`src/rtl/prnd_pwm_dither_mc.sv`:
```
// prnd_pwm_dither_mc: multi-channel pseudorandom PWM dither generator.
// One on-chip frame counter is shared by all channels. Each channel owns a
// Galois LFSR that picks a per-frame start offset for its pulse window, and
// the window wraps modulo the frame length.
module prnd_pwm_dither_mc #(
  parameter int                       NUM_PRND_BITS = 5,
  parameter int                       NUM_CHANNELS  = 4,
  parameter logic [NUM_PRND_BITS-1:0] POLY          = 5'h14,
  parameter logic [NUM_PRND_BITS-1:0] SEED          = 5'h01
) (
  input  logic                                  i_clock,
  input  logic                                  i_reset,
  input  logic                                  i_enable,
  input  logic                                  i_ditherEn,
  input  logic [NUM_PRND_BITS:0]                i_divisor,
  input  logic [NUM_CHANNELS*NUM_PRND_BITS-1:0] i_width,
  output logic [NUM_CHANNELS-1:0]               o_ditherBits,
  output logic                                  o_frameStart
);

  localparam int W = NUM_PRND_BITS;
  localparam int N = NUM_CHANNELS;
  localparam logic [W:0] DIV_MAX = {1'b1, {W{1'b0}}};
  localparam logic [W:0] ONE_W1  = {{W{1'b0}}, 1'b1};

  typedef enum logic {ST_IDLE = 1'b0, ST_RUN = 1'b1} state_t;

  state_t       r_state;
  logic [W:0]   r_cnt;
  logic [W:0]   r_divL;
  logic [W:0]   r_off  [N];
  logic [W-1:0] r_wL   [N];
  logic [W-1:0] r_lfsr [N];

  logic [W:0]   w_div_clamp;
  logic         w_load;
  logic [W:0]   w_nx_cnt;
  logic [W:0]   w_nx_divL;
  logic [2*W:0] w_prod   [N];
  logic [W:0]   w_nx_off [N];
  logic [W-1:0] w_nx_wL  [N];
  logic [N-1:0] w_nx_bits;

  // Seed for a channel: SEED+ch modulo 2^W, with the all-zero lock-up state avoided.
  function automatic logic [W-1:0] seed_of(input int ch);
    logic [W-1:0] s;
    s = SEED + W'(ch);
    if (s == {W{1'b0}}) begin
      s = {{(W-1){1'b0}}, 1'b1};
    end else begin
      s = s;
    end
    return s;
  endfunction

  // One right-shift Galois LFSR step.
  function automatic logic [W-1:0] lfsr_next(input logic [W-1:0] v);
    return (v >> 1) ^ (v[0] ? POLY : {W{1'b0}});
  endfunction

  // Pulse window test: distance from the offset, wrapped into [0, divL), against the width.
  function automatic logic chan_hit(input logic [W:0] k, input logic [W:0] off,
                                    input logic [W:0] divl, input logic [W-1:0] wl);
    logic [W:0] d;
    if (k >= off) begin
      d = k - off;
    end else begin
      d = k + divl - off;
    end
    return (d < {1'b0, wl});
  endfunction

  // Next-state values: frame-load decision, clamped divisor, offsets and next-cycle outputs.
  always_comb begin
    if (i_divisor == {(W+1){1'b0}}) begin
      w_div_clamp = ONE_W1;
    end else if (i_divisor > DIV_MAX) begin
      w_div_clamp = DIV_MAX;
    end else begin
      w_div_clamp = i_divisor;
    end

    w_load    = i_enable && ((r_state == ST_IDLE) || (r_cnt == (r_divL - ONE_W1)));
    w_nx_cnt  = w_load ? {(W+1){1'b0}} : (r_cnt + ONE_W1);
    w_nx_divL = w_load ? w_div_clamp : r_divL;
    w_nx_bits = {N{1'b0}};

    for (int i = 0; i < N; i++) begin
      // Pre-advance LFSR value scaled by the new frame length keeps the offset below divL.
      w_prod[i] = {{(W+1){1'b0}}, r_lfsr[i]} * {{W{1'b0}}, w_div_clamp};
      if (w_load) begin
        w_nx_off[i] = i_ditherEn ? w_prod[i][2*W:W] : {(W+1){1'b0}};
        w_nx_wL[i]  = i_width[i*W +: W];
      end else begin
        w_nx_off[i] = r_off[i];
        w_nx_wL[i]  = r_wL[i];
      end
      w_nx_bits[i] = chan_hit(w_nx_cnt, w_nx_off[i], w_nx_divL, w_nx_wL[i]);
    end
  end

  // Frame FSM with registered outputs; outputs are computed for the cnt value being loaded.
  always_ff @(posedge i_clock) begin
    if (i_reset) begin
      r_state      <= ST_IDLE;
      r_cnt        <= {(W+1){1'b0}};
      r_divL       <= ONE_W1;
      o_ditherBits <= {N{1'b0}};
      o_frameStart <= 1'b0;
      for (int i = 0; i < N; i++) begin
        r_off[i]  <= {(W+1){1'b0}};
        r_wL[i]   <= {W{1'b0}};
        r_lfsr[i] <= seed_of(i);
      end
    end else begin
      case (r_state)
        ST_IDLE, ST_RUN: begin
          if (i_enable) begin
            r_state      <= ST_RUN;
            r_cnt        <= w_nx_cnt;
            r_divL       <= w_nx_divL;
            o_ditherBits <= w_nx_bits;
            o_frameStart <= w_load;
            for (int i = 0; i < N; i++) begin
              r_off[i] <= w_nx_off[i];
              r_wL[i]  <= w_nx_wL[i];
              if (w_load) begin
                r_lfsr[i] <= lfsr_next(r_lfsr[i]);
              end else begin
                r_lfsr[i] <= r_lfsr[i];
              end
            end
          end else begin
            // Leaving RUN (or staying idle): clear outputs and counter, LFSRs hold.
            r_state      <= ST_IDLE;
            r_cnt        <= {(W+1){1'b0}};
            o_ditherBits <= {N{1'b0}};
            o_frameStart <= 1'b0;
          end
        end
        default: begin
          r_state      <= ST_IDLE;
          r_cnt        <= {(W+1){1'b0}};
          o_ditherBits <= {N{1'b0}};
          o_frameStart <= 1'b0;
        end
      endcase
    end
  end

endmodule

```
`config.mk`:
```
export PLATFORM = sky130hd
export DESIGN_NAME = prnd_pwm_dither_mc
export DESIGN_NICKNAME = d
export VERILOG_FILES = /design/src/rtl/prnd_pwm_dither_mc.sv
export SDC_FILE = /design/constraint.sdc
export NUM_CORES = 1
export LEC_CHECK = 0
export ABC_CLOCK_PERIOD_IN_PS = 14500
export BUFFER_PORTS_ARGS = -buffer_cell sky130_fd_sc_hd__buf_2
export CAP_MARGIN = 0
export CORE_MARGIN = 3
export CORE_UTILIZATION = 30
export DETAILED_ROUTE_END_ITERATION = 16
export PLACE_DENSITY = 0.47
export RECOVER_POWER = 100
export SKIP_LAST_GASP = 1
export SLEW_MARGIN = 20
export SYNTH_ARGS = -nofsm -noshare
export SYNTH_HDL_FRONTEND = slang
export SYNTH_SLANG_ARGS = --single-unit
```
`constraint.sdc`:
```
create_clock -name i_clock -period 14.5 [get_ports i_clock]
set_input_delay 0.725 -clock i_clock [delete_from_list [all_inputs] [get_ports i_clock]]
set_output_delay 0.725 -clock i_clock [all_outputs]
set_load 0.01 [all_outputs]
```
==> impl_metrics.json <==
{
  "status": "finished with violations",
  "violations": "capacitance limit, slew limit",
  "rows": 65,
  "crit_required_ns": 14.73,
  "setup_ws_ns": 5.63,
  "pwr_density_cell_nw_per_um2": 102,
  "drtPass1Iterations": 4,
  "grt.overflow.total": 0,
  "critical_path.max_stage_delay_ns": 2.30,
  "post_cts_resized": 0,
  "io_pins": 35,
  "cts_buffers": 9,
  "synth_area_um2": 9740,
  "ys.flop_type": "edfxtp_1",
  "worst_pin_slew_ns": 3.28,
  "syn_inst": 1087,
  "core_area_um2": 31800,
  "cts_tree": "yes",
  "antenna_found_initial": 0,
  "holdCritPathClass": "reg2reg",
  "avgRoutedWirePerCell_um": 16.2,
  "path_cells": "or3_1 > or4_2 > a22oi_1 > a31o_4 > clkbuf_1 > nand2_1 > o21ai_0 > ha_1 > inv_1 > fa_1 > inv_1 > ha_1 > nor2b_1 > o31a_1 > o21a_1 > o211ai_1 > a21oi_1 > or2_2 > nor4b_1 > nor3b_2",
  "setup_viol": 0,
  "synth-seq-cells": 82,
  "ys_types": 57,
  "portBuffers": 34,
  "place.gp.congestion": 0.823,
  "multi_input_area_um2": 6870,
  "cts_setup_buffers": 0,
  "drive_gt1_share_pct": 5.97,
  "grt_pass1_wl_um": 41000,
  "avgSynthCellArea_um2": 8.96,
  "area_growth_pct": 9.29,
  "worstHoldStart": "r_divL[5]",
  "final_antenna_net_count": 0,
  "timing.rr.start": "r_divL[0]",
  "slew_violations": 189,
  "cp_top_family": "buffers and inverters",
  "grt_pass1_vias": 7434,
  "dp_slack_ns": 6.39,
  "critical_path_class": "reg2reg",
  "vias_per_cell": 4.87,
  "startpoint": "r_divL[0]",
  "cts-htree-levels": 3,
  "clock_sinks": 82,
  "fmax_ghz": 0.113,
  "synth_nets": 1305,
  "drt-initial-drc-count": 311,
  "dp_hpwl_um": 18400,
  "critPathMaxFanout": 57,
  "worstSetupStartpointType": "flop",
  "die_w_um": 186,
  "grt_use_total_pct": 15.0,
  "timing.final.crit_share_pct": 61.2,
  "fin_worst_skew_ns": 0.00989,
  "worst-path-buf-inv": 3,
  "clockBufferDepth": 2,
  "ctsHoldBuffers": 0,
  "synth_edf_count": 64,
  "synth_async_sr_flop_share_pct": 0,
  "nFillCells": 3356,
  "final_net_count": 1318,
  "die-height_um": 186,
  "wl_um": 24900,
  "via_count": 7496,
  "seq_area_um2": 2280,
  "synth-seq-area-share_pct": 23.4,
  "max_slew_margin_pct": -119,
  "grt_max_degree": 58,
  "num_antenna_cells": 0,
  "setup_tns_ns": 0,
  "start_util_pct": 30.6,
  "die-area_um2": 34700,
  "critPathSlowestCell": "clkbuf_1",
  "remaining_drc_errors": 0,
  "power_leakage_nw": 4.81,
  "min_period_ns": 8.87,
  "cts-root-buf": "clkbuf_16",
  "yosys_warnings": 0,
  "crit_path_end_kind": "flop",
  "irDropWorstVdd_mv": 0.0542,
  "crit_arrival_ns": 9.10,
  "clk_latency_ns": 0.35,
  "rsz0062_at_grt": "false",
  "cap_violations": 5,
  "finalHoldViolCount": 0,
  "path_clk_slew_ns": 0.07
}
[cell families (layout without fill, tap and decap cells)]
logic type / count (synthesis) / after routing / share of synthesized area [%]
buf+inv: 151 / 169 / 6.01
compound gates: 208 / 208 / 14.3
simple gates: 372 / 372 / 19.7
fa+ha+maj: 188 / 188 / 28.2
xor+xnor: 58 / 58 / 5.51
flops: 82 / 82 / 23.4
mux: 28 / 28 / 2.88
[worst paths after layout]
| check | end | slack, ns | cells past startpoint |
|---|---|---|---|
| worst max-delay path | o_ditherBits[1] | 5.63 | 20 |
| worst min-delay path | r_divL[5] | 0.54 | 2 |
| worst max register to register | o_ditherBits[1] | 5.63 | 20 |
| worst min register to register | r_divL[5] | 0.54 | 2 |
[layout by cell type, fill, tap and decap left out, types with 17 or more instances in the layout]
cell type  count
mux2i_1       28
and2_1        80
xnor2_1       36
nand2_1       96
a21o_1        19
edfxtp_1      64
o211ai_1      25
dfxtp_1       18
ha_1         135
a21oi_1       58
xor2_1        20
fa_1          53
nor2_1        81
nor4_1        17
buf_2         27
inv_1        107
o21ai_0       35
nor2b_1       18
[cell usage after synthesis (9+ instances only)]
cell type / n / area (um^2)
a31oi_1: 10 / 62.6
nand4_1: 10 / 62.6
o21ai_0: 37 / 185
and3_1: 13 / 81.3
xnor2_1: 36 / 315
nor2b_1: 18 / 113
inv_1: 107 / 402
a22oi_1: 9 / 67.6
a21o_1: 19 / 143
o211ai_1: 25 / 188
fa_1: 53 / 1060
nand2_1: 96 / 360
xor2_1: 20 / 175
a21oi_1: 59 / 295
dfxtp_1: 18 / 360
o21a_1: 9 / 67.6
and2_1: 89 / 557
clkbuf_1: 34 / 128
nor4_1: 17 / 106
nand2b_1: 13 / 81.3
o31ai_1: 9 / 67.6
mux2i_1: 28 / 280
nor3_1: 9 / 45.0
ha_1: 135 / 1690
nor2_1: 81 / 304
edfxtp_1: 64 / 1920
[metal layers]
metal / GRT usage (%) / share of wire (%) / vias up
li1: - / - / 3808
met5: 0 / 0 / -
met2: 24.0 / 44 / 71
met1: 22.1 / 53 / 3606
met4: 2.50 / 0.65 / 0
met3: 2.06 / 2.4 / 11
[power breakdown]
part | leakage (nW) | total (mW) | internal, mW | switching (mW)
Sequential | 0.840 | 0.292 | 0.276 | 0.0162
Clock | 0.160 | 0.249 | 0.143 | 0.106
Combinational | 3.81 | 0.540 | 0.229 | 0.311
[per-stage QoR]
step	instances	util [%]	power (mW)	hold WS, ns	area [um^2]
4_1_cts	1540	33.6	1.10	0.544	10700
3_3_place_gp	1524	32.6	0.837	0.506	10400
6_report	1540	33.5	1.08	0.543	10600
3_5_place_dp	1524	32.6	0.838	0.534	10400
5_1_grt	1540	33.5	1.18	0.563	10600
2_1_floorplan	1087	-	0.707	0.469	9740
[worst reg2reg max path: cells and delay by family (launching register included)]
kind	cells	cell delay, ns
AND/OR/NAND/NOR	7	2.51
buffers and inverters	3	2.68
AO/OA/AOI/OAI	7	1.73
adder cells (fa/ha/maj)	3	1.51
flip-flops	1	0.33
[sequential cells by signal, indices dropped and copies added, names as in the netlist]
register and flops:
o_ditherBits 4, o_frameStart 1, r_cnt 6, r_divL 6, r_lfsr 20, r_off 24
r_state 1, r_wL 20
[area by class of cell]
cell class | instances | share of cell area, %
Inverter | 107 | 3.77
Sequential cell | 82 | 21.4
Multi-Input combinational cell | 854 | 64.6
Tap cell | 435 | 5.11
Clock inverter | 4 | 0.247
Timing Repair Buffer | 46 | 2.15
Clock buffer | 12 | 2.72
No activity file was read; power rests on OpenSTA's default activity.
